--- config.mk ---
export PLATFORM = sky130hd
export DESIGN_NAME = muldiv_unit
export DESIGN_NICKNAME = d
export VERILOG_FILES = /design/src/rtl/muldiv_unit.sv
export SDC_FILE = /design/constraint.sdc
export NUM_CORES = 1
export LEC_CHECK = 0
export ABC_CLOCK_PERIOD_IN_PS = 6100
export BUFFER_PORTS_ARGS = -buffer_cell sky130_fd_sc_hd__buf_2
export CAP_MARGIN = 20
export CORE_ASPECT_RATIO = 1.2
export CORE_UTILIZATION = 50
export CTS_BUF_LIST = sky130_fd_sc_hd__clkbuf_4 sky130_fd_sc_hd__clkbuf_8
export DETAILED_ROUTE_END_ITERATION = 8
export GPL_TIMING_DRIVEN = 0
export PLACE_DENSITY = 0.66
export RECOVER_POWER = 50
export REMOVE_ABC_BUFFERS = 1
export SLEW_MARGIN = 10
export SYNTH_ARGS = -nofsm -noshare
export SYNTH_HDL_FRONTEND = slang
export SYNTH_SLANG_ARGS = --single-unit
--- constraint.sdc ---
create_clock -name clk -period 6.1 [get_ports clk]
set_clock_uncertainty 0.05 [all_clocks]
set_input_delay 1.525 -clock clk [delete_from_list [all_inputs] [get_ports clk]]
set_output_delay 1.525 -clock clk [all_outputs]
set_load 0.02 [all_outputs]
--- src/rtl/muldiv_unit.sv ---
// Iterative RV32M multiply/divide unit: shift-add multiply, restoring divide, one bit per cycle.
// Optional build macro MULDIV_FAST_MUL_EN: all multiplies finish in a single cycle.
module muldiv_unit #(
    parameter int DATA_WIDTH = 32
) (
    input  logic                  clk,
    input  logic                  rst_n,
    input  logic                  start,
    input  logic [2:0]            MulCtrl,
    input  logic [DATA_WIDTH-1:0] SrcA,
    input  logic [DATA_WIDTH-1:0] SrcB,
    input  logic                  kill,
    output logic                  busy,
    output logic                  done,
    output logic [DATA_WIDTH-1:0] Result
);

    localparam int W  = DATA_WIDTH;
    localparam int CW = (W > 1) ? $clog2(W) : 1;

    localparam logic [1:0] ST_IDLE = 2'd0;
    localparam logic [1:0] ST_BUSY = 2'd1;
    localparam logic [1:0] ST_DONE = 2'd2;

    localparam logic [W-1:0]  MIN_VAL  = {1'b1, {(W-1){1'b0}}};
    localparam logic [CW-1:0] LAST_CNT = CW'(W - 1);

    function automatic logic [W-1:0] neg_if(input logic [W-1:0] v, input logic n);
        return n ? (~v + 1'b1) : v;
    endfunction

    function automatic logic [2*W-1:0] neg2_if(input logic [2*W-1:0] v, input logic n);
        return n ? (~v + 1'b1) : v;
    endfunction

    logic [1:0]     state_q, state_d;
    logic [2:0]     op_q, op_d;
    logic [W-1:0]   opnd_q, opnd_d;
    logic [2*W-1:0] acc_q, acc_d;
    logic [CW-1:0]  cnt_q, cnt_d;
    logic           neg_q, neg_d;
    logic [W-1:0]   res_q, res_d;

    // Operand decode on the start edge: MULHU/DIVU/REMU treat SrcA as unsigned,
    // MULHSU/MULHU/DIVU/REMU treat SrcB as unsigned.
    logic           sgn_a_en, sgn_b_en, a_neg, b_neg, start_neg;
    logic [W-1:0]   mag_a, mag_b;
    logic           div_zero, div_ovf, direct;
    logic [W-1:0]   special_res, direct_res;

    always_comb begin
        sgn_a_en  = !(MulCtrl == 3'b011 || MulCtrl == 3'b101 || MulCtrl == 3'b111);
        sgn_b_en  = !(MulCtrl == 3'b010 || MulCtrl == 3'b011 ||
                      MulCtrl == 3'b101 || MulCtrl == 3'b111);
        a_neg     = sgn_a_en & SrcA[W-1];
        b_neg     = sgn_b_en & SrcB[W-1];
        mag_a     = neg_if(SrcA, a_neg);
        mag_b     = neg_if(SrcB, b_neg);
        start_neg = (MulCtrl[2] & MulCtrl[1]) ? a_neg : (a_neg ^ b_neg);
        div_zero  = MulCtrl[2] & (SrcB == '0);
        div_ovf   = MulCtrl[2] & ~MulCtrl[0] & (SrcA == MIN_VAL) & (SrcB == '1);
        if (div_zero)
            special_res = MulCtrl[1] ? SrcA : '1;
        else
            special_res = MulCtrl[1] ? '0 : MIN_VAL;
    end

`ifdef MULDIV_FAST_MUL_EN
    // Sign-extended operands multiplied modulo 2^(2W) give the exact signed/unsigned product.
    logic [2*W-1:0] fa, fb, fprod;
    logic [W-1:0]   fast_res;

    always_comb begin
        fa       = {{W{a_neg}}, SrcA};
        fb       = {{W{b_neg}}, SrcB};
        fprod    = fa * fb;
        fast_res = (MulCtrl[1:0] == 2'b00) ? fprod[W-1:0] : fprod[2*W-1:W];
        direct   = div_zero | div_ovf | ~MulCtrl[2];
        direct_res = MulCtrl[2] ? special_res : fast_res;
    end
`else
    always_comb begin
        direct     = div_zero | div_ovf;
        direct_res = special_res;
    end
`endif

    // One iteration: acc holds {hi, lo}; multiply keeps the multiplier in lo,
    // divide keeps {remainder, dividend/quotient}.
    logic [W:0]     mul_sum, div_tmp;
    logic           div_ge;
    logic [W-1:0]   div_rem;
    logic [2*W-1:0] mul_nx, div_nx, prod_fix;
    logic [W-1:0]   div_sel, fin_res;

    always_comb begin
        mul_sum  = {1'b0, acc_q[2*W-1:W]} + (acc_q[0] ? {1'b0, opnd_q} : '0);
        mul_nx   = {mul_sum, acc_q[W-1:1]};
        div_tmp  = acc_q[2*W-1:W-1];
        div_ge   = (div_tmp >= {1'b0, opnd_q});
        div_rem  = div_ge ? (div_tmp[W-1:0] - opnd_q) : div_tmp[W-1:0];
        div_nx   = {div_rem, acc_q[W-2:0], div_ge};
        prod_fix = neg2_if(mul_nx, neg_q);
        div_sel  = neg_if(op_q[1] ? div_nx[2*W-1:W] : div_nx[W-1:0], neg_q);
        if (op_q[2])
            fin_res = div_sel;
        else if (op_q[1:0] == 2'b00)
            fin_res = prod_fix[W-1:0];
        else
            fin_res = prod_fix[2*W-1:W];
    end

    always_comb begin
        state_d = state_q;
        op_d    = op_q;
        opnd_d  = opnd_q;
        acc_d   = acc_q;
        cnt_d   = cnt_q;
        neg_d   = neg_q;
        res_d   = res_q;
        if (kill) begin
            state_d = ST_IDLE;
        end else begin
            case (state_q)
                ST_BUSY: begin
                    acc_d = op_q[2] ? div_nx : mul_nx;
                    cnt_d = cnt_q + 1'b1;
                    if (cnt_q == LAST_CNT) begin
                        state_d = ST_DONE;
                        res_d   = fin_res;
                    end
                end
                default: begin
                    state_d = ST_IDLE;
                    if (start) begin
                        op_d = MulCtrl;
                        if (direct) begin
                            state_d = ST_DONE;
                            res_d   = direct_res;
                        end else begin
                            state_d = ST_BUSY;
                            opnd_d  = MulCtrl[2] ? mag_b : mag_a;
                            acc_d   = {{W{1'b0}}, (MulCtrl[2] ? mag_a : mag_b)};
                            cnt_d   = '0;
                            neg_d   = start_neg;
                        end
                    end
                end
            endcase
        end
    end

    always_ff @(posedge clk or negedge rst_n) begin
        if (!rst_n) begin
            state_q <= ST_IDLE;
            op_q    <= '0;
            opnd_q  <= '0;
            acc_q   <= '0;
            cnt_q   <= '0;
            neg_q   <= 1'b0;
            res_q   <= '0;
        end else begin
            state_q <= state_d;
            op_q    <= op_d;
            opnd_q  <= opnd_d;
            acc_q   <= acc_d;
            cnt_q   <= cnt_d;
            neg_q   <= neg_d;
            res_q   <= res_d;
        end
    end

    assign busy   = (state_q == ST_BUSY);
    assign done   = (state_q == ST_DONE);
    assign Result = res_q;

endmodule

==> results.cfg <==
[detailed_routing]
wl_mm = 58.7
drtIter0Drc = 1570
drt-pass1-iter-count = 5
num_vias = 17000
wl_per_cell_um = 22.3
drc = 0
postRouteAntennaNets = 0
routed_via_density = 6.48

[global_route]
antenna_found_initial = 0
grt_util_met3_pct = 4.51
grt-busiest-layer = met2
grt_pass1_vias = 15900
grt_max_degree = 94
grt_use_met2_pct = 53.6
overflow = 0
grt_pass1_wl_mm = 91.1
grt_usage_pct = 34.9
grt_use_met1_pct = 48.8

[clocking]
cts_buffers = 17
clkTransAtPathRegs_ns = 0.09
cts_hold_buffers = 0
root_buffer = clkbuf_8
clk_latency_ns = 0.51
tritoncts = built
h-tree-depth = 4
clockBufferDepth = 2
cts_num_sinks = 139

[layout]
syn2layout_area_growth_pct = 6.76
layout.cells.most_common = nand2_1
final_core_util_pct = 54.5
drive_above_1_share_pct = 9.73
register_area_um2 = 3490
final_cells = 2628
fillers = 3086
layout_common_cells = nand2_1, o21ai_0, a21oi_1, nor2_1, dfrtp_1
multi_input_area_um2 = 12200
antennaDiodeCount = 0
layout.nets = 2353
final_area_um2 = 17600

[sta]
setup_viol = 0
hold_ws_ns = 0.453
setup_tns_ns = 0
relSlewSlack_pct = -105
period_needed_ns = 5.79
worstMarginPinSlew_ns = 3.07
final-hold-violation-count = 0
drv_slew = 47
period_share_pct = 94.9
max_freq_ghz = 0.173
setup_slack_ns = 0.312

[yosys]
synth_top_family_by_area = compound AO/OA/AOI/OAI gates
synthAdderAreaFrac_pct = 5.62
synth_xor_area_share_pct = 10.1
synth_compound_gate_area_share_pct = 28.3
yosysSeqAreaShare_pct = 21.1
syn_area_per_cell_um2 = 7.40
syn_area_um2 = 16500
yosysWarningCount = 0
syn_inst = 2230
yosys.area_share.simple_pct = 21.8
async_flop_share_pct = 100
ys_seq_elements = 139
synth-main-ff-cell = dfrtp_1
synth_edf_count = 0
synth_mux_area_share_pct = 7.63
synth.distinct_cells = 101

[die]
start_util_pct = 51.0
die_w_um = 168
fp.dieH_um = 201
fp.dieArea_um2 = 33700
ios = 105
rows = 72
core_um2 = 32300

[placed_design]
io_buffers = 104
dpl_worst_slack_ns = -0.244
gp_congestion = 0.948
dp_cells = 2590
dpl_cell_area_um2 = 17100
hpwlAfterDp_mm = 44.7

[setup_path]
r2r_start = acc_q[53]$_DFFE_PN0P_
end_kind = flip-flop
start_kind = flip-flop
rrSetupSlack_ns = 0.31
critPathKind = flip-flop to flip-flop
critPathMaxFanout = 7
required_ns = 6.48
critPathArrivalTime_ns = 6.17
ff2ff_path_depth = 19
crit_start = acc_q[53]$_DFFE_PN0P_
endpoint = Result[24]$_DFFE_PN0P_
r2r-end = Result[24]$_DFFE_PN0P_

[pwr]
p_leak_nw = 7.46
ir_drop_uv = 210
p_per_area_nw_per_um2 = 442
total_power_mw = 7.79

[run_status]
outcome = finished, violations left
violations = capacitance limit, slew limit

[hold_path]
hold_path.class = flip-flop to flip-flop

[flow_run]
max-cap-violations = 1
[routing by layer]
layer  vias to the layer above  wire, um
li1                       8059         -
met1                      8092     25900
met2                       762     25700
met3                       104      4740
met4                         0      2350
met5                         -         0
[what timing repair did]
| action | 4_1_cts | 5_1_grt |
|---|---|---|
| endpoints found under the hold margin | 0 | 0 |
| resized for setup | 0 | 3 |
| setup buffers | 0 | 4 |
| setup endpoints to repair | 0 | 10 |
[power by group]
| group | switching [mW] | internal, mW | leakage (nW) |
|---|---|---|---|
| Sequential | 0.462 | 1.12 | 1.81 |
| Clock | 0.404 | 0.535 | 0.237 |
| Combinational | 3.31 | 1.96 | 5.42 |
[flip-flops by register name (all words and copies together) (netlist names)]
name     flops
Result      32
op_q         3
state_q      2
neg_q        1
acc_q       64
opnd_q      32
cnt_q        5
[Yosys cell counts (all sizes together) (25+ instances only)]
| cell type | n | share of area, % |
|---|---|---|
| xor2 | 82 | 4.4 |
| inv | 65 | 1.5 |
| a211oi | 31 | 1.4 |
| nand2 | 230 | 5.2 |
| mux2i | 101 | 6.1 |
| xnor2 | 108 | 5.7 |
| buf | 30 | 0.99 |
| nor4 | 25 | 0.99 |
| and2 | 44 | 1.7 |
| ha | 71 | 5.4 |
| nor2 | 211 | 4.8 |
| clkbuf | 130 | 3.0 |
| nand3 | 36 | 1.2 |
| a21o | 28 | 1.3 |
| o21ai | 225 | 6.8 |
| a31oi | 25 | 1.1 |
| nor3 | 54 | 1.8 |
| dfrtp | 139 | 21 |
| o31ai | 39 | 1.9 |
| a21oi | 210 | 6.4 |
| nand4 | 27 | 1.0 |
| o211ai | 27 | 1.3 |
[logic make-up (layout without fill, tap and decap cells)]
logic type / Yosys count / count (layout)
compound gates: 733 / 733
xor+xnor: 190 / 190
fa+ha+maj: 73 / 73
buf+inv: 226 / 217
flops: 139 / 139
mux: 123 / 123
simple gates: 746 / 746
[worst min-delay path by stage]
stage,from,end,slack [ns],cells past startpoint
after floorplan,op_q[0]$_DFFE_PN0P_,op_q[0]$_DFFE_PN0P_,0.41,2
after global placement,Result[22]$_DFFE_PN0P_,Result[22]$_DFFE_PN0P_,0.42,1
after detailed placement,Result[22]$_DFFE_PN0P_,Result[22]$_DFFE_PN0P_,0.44,1
after CTS,Result[22]$_DFFE_PN0P_,Result[22]$_DFFE_PN0P_,0.46,1
after global routing,Result[22]$_DFFE_PN0P_,Result[22]$_DFFE_PN0P_,0.48,1
final,Result[22]$_DFFE_PN0P_,Result[22]$_DFFE_PN0P_,0.45,1
[worst max-delay path: stages (launching register included)]
cell and delay [ns]:
dfrtp_1 0.44, ha_1 0.41, a21oi_2 0.21, o21ai_0 0.25, a221oi_2 0.48, o311ai_1 0.35, nor3_4 0.33, mux2i_1 0.28
nor2_1 0.07, a21oi_1 0.20, ha_1 0.24, nand2_1 0.08, or4_1 0.41, nor3_1 0.15, o32ai_1 0.22, or3_1 0.53
o41ai_1 0.43, xnor2_1 0.12, a221o_1 0.35, o21ai_1 0.13
[layout make-up]
| cell class | count | area share (%) |
|---|---|---|
| clock buffers | 24 | 1.73 |
| repair buffers | 120 | 4.13 |
| inverters | 66 | 1.41 |
| well taps | 407 | 2.89 |
| multi-input cells | 1865 | 69.1 |
| clock inverters | 7 | 0.923 |
| flip-flops and latches | 139 | 19.8 |
Power figures use the tool's default switching activity.
